<file path="config.mk">
export PLATFORM = sky130hd
export DESIGN_NAME = shift_add_mult_ctrl_flat
export DESIGN_NICKNAME = d
export VERILOG_FILES = /design/src/rtl/shift_add_mult_ctrl_if.sv /design/src/rtl/shift_add_mult_ctrl.sv /design/src/flat_wrapper.sv
export SDC_FILE = /design/constraint.sdc
export NUM_CORES = 1
export LEC_CHECK = 0
export ABC_AREA = 1
export BUFFER_PORTS_ARGS = -buffer_cell sky130_fd_sc_hd__buf_2
export CAP_MARGIN = 20
export CORE_ASPECT_RATIO = 1.75
export CORE_MARGIN = 2
export CORE_UTILIZATION = 48
export CTS_CLUSTER_DIAMETER = 200
export DETAILED_ROUTE_END_ITERATION = 10
export MAX_ROUTING_LAYER = met4
export PLACE_DENSITY = 0.7
export SLEW_MARGIN = 0
export SYNTH_ARGS = -nofsm -noshare
export SYNTH_HDL_FRONTEND = slang
export SYNTH_SLANG_ARGS = --single-unit
</file>
<file path="constraint.sdc">
create_clock -name clk -period 1.5 [get_ports clk]
set_input_delay 0.15 -clock clk [delete_from_list [all_inputs] [get_ports clk]]
set_output_delay 0.15 -clock clk [all_outputs]
set_load 0.01 [all_outputs]
</file>
<file path="src/rtl/shift_add_mult_ctrl_if.sv">
// shift_add_mult_ctrl_if: start/busy/done handshake bundle (start, a, b in; busy, done, p out)
interface shift_add_mult_ctrl_if #(parameter int N = 4);
  logic start;
  logic [N-1:0] a, b;
  logic busy, done;
  logic [2*N-1:0] p;
  modport master(output start, a, b, input busy, done, p);
  modport slave(input start, a, b, output busy, done, p);
endinterface

</file>
<file path="src/rtl/shift_add_mult_ctrl.sv">
// shift_add_mult_ctrl: sequential shift-and-add unsigned multiplier sharing one N-bit adder
// Ports: clk, rst_n (async active-low), bus.slave {start, a, b -> busy, done, p[2N-1:0]}
// Option: define MULT_ZERO_SKIP_EN to finish zero-operand products straight from IDLE
module adder #(parameter int N = 4) (
  input  logic [N-1:0] x,
  input  logic [N-1:0] y,
  output logic [N:0]   s
);
  assign s = {1'b0, x} + {1'b0, y};
endmodule

module shift_add_mult_ctrl #(parameter int N = 4) (
  input logic clk,
  input logic rst_n,
  shift_add_mult_ctrl_if.slave bus
);
  localparam int CW = $clog2(N + 1);
  typedef enum logic [1:0] {IDLE, RUN, DONE} state_t;
  state_t state, state_nx;
  logic [N-1:0] mcand;
  logic [2*N-1:0] acc, acc_sh, p;
  logic [CW-1:0] cnt;
  logic [N:0] s;
  logic last, skip;
`ifdef MULT_ZERO_SKIP_EN
  assign skip = bus.a == '0 || bus.b == '0;
`else
  assign skip = 1'b0;
`endif
  adder #(.N(N)) u_adder (.x(acc[2*N-1:N]), .y(acc[0] ? mcand : '0), .s(s));
  // carry of the partial sum enters the MSB as the accumulator shifts right
  assign acc_sh = {s, acc[N-1:1]};
  assign last = cnt == CW'(N - 1);
  always_comb
    state_nx = state == IDLE ? (bus.start ? (skip ? DONE : RUN) : IDLE) :
               state == RUN  ? (last ? DONE : RUN) : IDLE;
  always_ff @(posedge clk or negedge rst_n)
    if (!rst_n) state <= IDLE;
    else state <= state_nx;
  always_ff @(posedge clk or negedge rst_n)
    if (!rst_n) begin
      mcand <= '0;
      acc <= '0;
      cnt <= '0;
      p <= '0;
    end else if (state == IDLE && bus.start) begin
      mcand <= bus.a;
      acc <= {{N{1'b0}}, bus.b};
      cnt <= '0;
      if (skip) p <= '0;
    end else if (state == RUN) begin
      acc <= acc_sh;
      cnt <= cnt + CW'(1);
      if (last) p <= acc_sh;
    end
  assign bus.busy = state != IDLE;
  assign bus.done = state == DONE;
  assign bus.p = p;
endmodule
</file>
<file path="src/flat_wrapper.sv">
// flat-port wrapper written by rule: the top's interface ports become plain ports
module shift_add_mult_ctrl_flat 
#(parameter int N = 4)
  (clk, rst_n, bus_start, bus_a, bus_b, bus_busy, bus_done, bus_p);
  shift_add_mult_ctrl_if #(.N(N)) bus_i ();
  input logic clk;
  input logic rst_n;
  input wire logic [$bits(bus_i.start)-1:0] bus_start;
  input wire logic [$bits(bus_i.a)-1:0] bus_a;
  input wire logic [$bits(bus_i.b)-1:0] bus_b;
  output wire logic [$bits(bus_i.busy)-1:0] bus_busy;
  output wire logic [$bits(bus_i.done)-1:0] bus_done;
  output wire logic [$bits(bus_i.p)-1:0] bus_p;
  assign bus_i.start = bus_start;
  assign bus_i.a = bus_a;
  assign bus_i.b = bus_b;
  assign bus_busy = bus_i.busy;
  assign bus_done = bus_i.done;
  assign bus_p = bus_i.p;
  shift_add_mult_ctrl #(.N(N)) u_core (.clk(clk), .rst_n(rst_n), .bus(bus_i));
endmodule
</file>
# Yosys cells after proc, flatten, opt, wreduce, memory -nomap -nowiden
# Index checks and enable logic that the tools add are counted.
totals:
  ff_bits: 25
  inputBits: 11
  output_inout_bits: 10
  wordCells: 25
classes:
  addsub: 2
  eq_ne: 3
  mux: 9
  bitwise_logic: 1
  n_reduce_logical: 5
op_table:
  columns: ["op", "n"]
  rows:
  - ["$mux 8", 2]
  - ["$mux 2", 3]
  - ["$mux 3", 2]
  - ["$add 4x4->5", 1]
  - ["$mux 4", 1]
  - ["$reduce_bool 2->1", 2]
  - ["$add 3x1->3 const B", 1]
  - ["$eq 3x2->1 const B", 1]
  - ["$reduce_and 3->1", 1]
  - ["$eq 2x1->1 const B", 1]
  - ["$eq 2x2->1 const B", 1]
  - ["$logic_not 2->1", 1]
  - ["$logic_and 1x1->1", 1]
  - ["$mux 1", 1]
  - ["$not 1->1", 1]

# Depth between registers and ports, before layout
logic_depth:
  ltp_word: 4
  depth_mapped: 8
  mapped_depth_nobuf: 8

# Modules after synthesis
# From an unflattened synthesis, not the netlist that was laid out.
unflattened:
  hier_cells: 156
  area_unflattened_um2: 1320.0
modules_own_cells:
  columns: ["mod", "n_inst", "cells_each", "area_each_um2", "seq_area_each_um2"]
  rows:
  - ["shift_add_mult_ctrl", 1, 131, 1162.4, 625.6]
  - ["adder", 1, 25, 157.7, 0.0]

# Worst setup path after synthesis
# No wires, ideal clock.
synth_path:
  path_kind: "reg2reg"
  start: "reg u_core.acc[0]"
  end: "reg u_core.acc[7]"
  setup_ns: 0.065
  arrival_time_ns: 1.362
  required_ns: 1.435
  path_slack_ns: 0.073
  path_stages_with_launch: 9
  n_path_buf: 0
  synth_period_minus_slack_ns: 1.427
  path_cell_list: "dfrtp_1 nand2_1 inv_1 ha_1 inv_1 fa_1 o21ai_0 nand2_1 nand2_1"
synth_via:
  elab_chain_len: 4
synth_lines:
  columns: ["element", "line", "text"]
  rows:
  - ["start: declaration", "shift_add_mult_ctrl.sv:21", "logic [2*N-1:0] acc, acc_sh, p;"]
  - ["start signal: assignment", "shift_add_mult_ctrl.sv:48", "acc <= {{N{1'b0}}, bus.b};"]
  - ["start signal: assignment", "shift_add_mult_ctrl.sv:52", "acc <= acc_sh;"]
  - ["$mux 4", "shift_add_mult_ctrl.sv:30", "adder #(.N(N)) u_adder (.x(acc[2*N-1:N]), .y(acc[0] ? mcand : '0), .s(s));"]
  - ["$add 4x4->5", "shift_add_mult_ctrl.sv:9", "assign s = {1'b0, x} + {1'b0, y};"]
  - ["$mux 8", "shift_add_mult_ctrl.sv:51", "end else if (state == RUN) begin"]
  - ["$mux 8", "shift_add_mult_ctrl.sv:46", "end else if (state == IDLE && bus.start) begin"]
# No other way between the ends. The select of a mux whose other input is x is not followed.
# A chain may end at the register's enable or synchronous reset.

# Worst setup path after layout
layout_path:
  start: "reg u_core.acc[0]"
  end: "reg u_core.p[5], in the netlist u_core.bus.p[5]"
layout_via:
  elab_chain_len: 2
layout_lines:
  columns: ["element", "line", "text"]
  rows:
  - ["$mux 4", "shift_add_mult_ctrl.sv:30", null]
  - ["$add 4x4->5", "shift_add_mult_ctrl.sv:9", null]
  - ["end signal: assignment", "shift_add_mult_ctrl.sv:54", "if (last) p <= acc_sh;"]
  - ["end: declaration", "shift_add_mult_ctrl.sv:21", null]
# No other way between the ends.

==> impl_metrics.json <==
{
  "comb_power_share_pct": 46.1,
  "pwr-share-seq_pct": 39.9,
  "slew_viol_final": 0,
  "critPathSlowestCell": "dfrtp_1",
  "min_period_ns": 1.48,
  "yosys.area_share.simple_pct": 28.7,
  "htree_levels": 1,
  "cts_buffer_depth": 2,
  "layout_common_cells": "nand2_1, dfrtp_1, buf_2",
  "routed.top_layer": "met4",
  "vias_per_cell": 5.16,
  "worst_pin_slew_ns": 0.550,
  "synth_fp_nets": 153,
  "met2_length_mm": 1.26,
  "rsz0062_at_grt": "yes",
  "p_int_mw": 1.65,
  "place_area_mm2": 0.00132,
  "cp_cell_sequence": "nand2_1, inv_1, ha_2, inv_2, fa_2, xnor2_2, nand2_1, nand2_1",
  "critPathBufInv": 2,
  "synth_fa_ha_area_share_pct": 8.03,
  "stdcell_count": 186,
  "worstPathArrival_ns": 1.65,
  "outcome": "finished clean",
  "cts_root_buffer": "clkbuf_8",
  "swShare_pct": 41.2,
  "fillers": 218,
  "clk_latency_ns": 0.26,
  "grt_max_degree": 26,
  "syn_area_mm2": 0.00118,
  "place_hpwl_mm": 1.67,
  "yosysWarnings": 0,
  "pin_count": 21,
  "max_freq_ghz": 0.674,
  "crit_path_end_kind": "flop",
  "clock_power_share_pct": 14.0,
  "gp_congestion": 0.759,
  "synth-xor-area-share_pct": 0.739,
  "coreArea_mm2": 0.00230,
  "num-nets-final": 180,
  "syn_inst": 135,
  "num_vias": 959,
  "critPathTopFamily": "adder cells",
  "worstSetupStartpointType": "flop",
  "track_usage_pct": 18.7,
  "drive_gt1_share_pct": 25.5,
  "wl_per_cell_um": 12.4,
  "ir_worst_vdd_uv": 1060,
  "die_w_um": 41.6,
  "first_pass_iters": 4,
  "ys_ff_latch": 25,
  "gr-total-overflow": 0,
  "tritoncts": "yes",
  "min_period_over_period_pct": 98.9,
  "cap_violations": 0,
  "synth_cell_types": 18,
  "diodes": 0,
  "synth_top_family_by_area": "simple AND/OR/NAND/NOR gates",
  "antenna_found_initial": 0,
  "portBuffers": 20,
  "hold_path_class": "in2reg",
  "avgSynthCellArea_um2": 8.78,
  "dp_cells": 180,
  "ys_seq_area_share_pct": 52.8,
  "cts.sinks": 25,
  "final-seq-area_um2": 626,
  "p_switching_mw": 1.16,
  "die_area_mm2": 0.00290,
  "setup.worst_path.class": "reg2reg",
  "fin_skew_ns": 0.00162,
  "synth_compound_area_share_pct": 3.91,
  "numCtsBuffers": 3,
  "setup-violations-final": 0,
  "leakage_nw": 0.788,
  "fp.dieH_um": 69.7,
  "drcViolationCount": 0,
  "drt-met1-wl_um": 896,
  "clk_pin_slew_ns": 0.08,
  "rows": 23,
  "ant_nets": 0,
  "start_util_pct": 51.5,
  "grt_pass1_wl_mm": 4.11,
  "powerDensity_mw_per_mm2": 1970,
  "critPathMaxStageDelay_ns": 0.40,
  "muxShareOfSynthArea_pct": 0,
  "routed_wirelength_mm": 2.30,
  "slew_headroom_pct": 63.3,
  "first_global_vias": 976,
  "final_area_mm2": 0.00142,
  "critPathMaxFanout": 4,
  "hold_viol_final": 0,
  "areaGrowthSynthToFinish_pct": 20.2,
  "layout_commonest_cell": "nand2_1",
  "wl_met3_um": 110,
  "cpMostUsedCell": "nand2_1",
  "multi_input_area_um2": 536,
  "drt_iter0_markers": 23,
  "worstPathRequired_ns": 1.66
}
==> final cells by class <==
class                      count  share of cell area [%]
multi-input combinational     95                    37.6
inverter                      15                    4.83
timing repair buffer          22                    8.26
tap                           25                    2.20
clock buffer                   4                    3.16
sequential                    25                    43.9
==> path summary, 6_finish.rpt <==
path	start	endpoint	slack (ns)	depth (start not counted)
setup / recovery	u_core.acc[0]$_DFFE_PN0P_	u_core.bus.p[5]$_DFFE_PN0P_	0.02	8
hold / removal	bus_a[1]	u_core.mcand[1]$_DFFE_PN0P_	0.07	3
hold reg to reg	u_core.bus.p[7]$_DFFE_PN0P_	u_core.bus.p[7]$_DFFE_PN0P_	0.47	2
max in group asynchronous	rst_n	u_core.acc[3]$_DFFE_PN0P_	0.74	2
min in group asynchronous	rst_n	u_core.state[0]$_DFF_PN0_	0.39	2
setup reg to reg	u_core.acc[0]$_DFFE_PN0P_	u_core.bus.p[5]$_DFFE_PN0P_	0.02	8
==> power groups by stage <==
| stage | Sequential [mW] | Combinational (mW) | Clock (mW) |
|---|---|---|---|
| global placement | 1.12 | 1.14 | 0 |
| finish | 1.12 | 1.30 | 0.394 |
| detailed placement | 1.13 | 1.19 | 0 |
| global route | 1.16 | 1.46 | 0.435 |
| floorplan | 1.14 | 0.829 | 0 |
| CTS | 1.12 | 1.22 | 0.401 |
==> tightest hold or removal path: stages <==
cell,delay (ns)
buf_2,0.07
nand2_1,0.04
nand2_1,0.04
==> state kept, by name (all words and copies together) (netlist names) <==
name	cells
u_core.acc	8
u_core.bus.p	8
u_core.mcand	4
u_core.cnt	3
u_core.state	2
==> Yosys cell counts, drive strengths merged <==
library cell	n	area share, %
dfrtp	25	53
clkinv	1	0.74
a21oi	3	1.3
o21ai	5	2.1
nand3	9	3.8
ha	6	6.3
nor2	3	1.2
inv	14	5.1
nand2	66	24
o22ai	1	0.53
fa	1	1.7
xnor2	1	0.74
==> cells by family (layout without fill, tap and decap cells) <==
logic type,after synthesis,count (layout)
XOR/XNOR,1,1
AND/OR/NAND/NOR,78,78
adder cells (fa/ha/maj),7,7
AO/OA/AOI/OAI,9,9
flip-flops,25,25
buffers and inverters,15,41
==> metrics by stage <==
stage | TNS, ns | setup slack (ns) | power, mW | utilization [%] | hold WS (ns)
after floorplan | 0 | 0.0734 | 1.97 | - | -0.146
after global placement | 0 | 0.0175 | 2.27 | 57.2 | 0.158
after detailed placement | -0.103 | -0.0456 | 2.32 | 57.2 | 0.168
after CTS | 0 | 0.0313 | 2.74 | 60.0 | 0.0681
after global routing | -0.355 | -0.0889 | 3.06 | 61.8 | 0.0787
final | 0 | 0.0161 | 2.81 | 61.8 | 0.0702
==> metal layers <==
layer | track usage (%) | up-vias
li1 | - | 470
met1 | 20.4 | 449
met2 | 33.0 | 36
met3 | 2.34 | 4
met4 | 7.89 | 0
met5 | - | -
==> timing repair <==
action,CTS,global route
endpoints found under the setup margin,3,8
pin swaps,1,6
hold endpoints to repair,25,0
buffers inserted,1,0
resized for setup,2,11
hold buffers,1,0
Power figures use the tool's default switching activity.
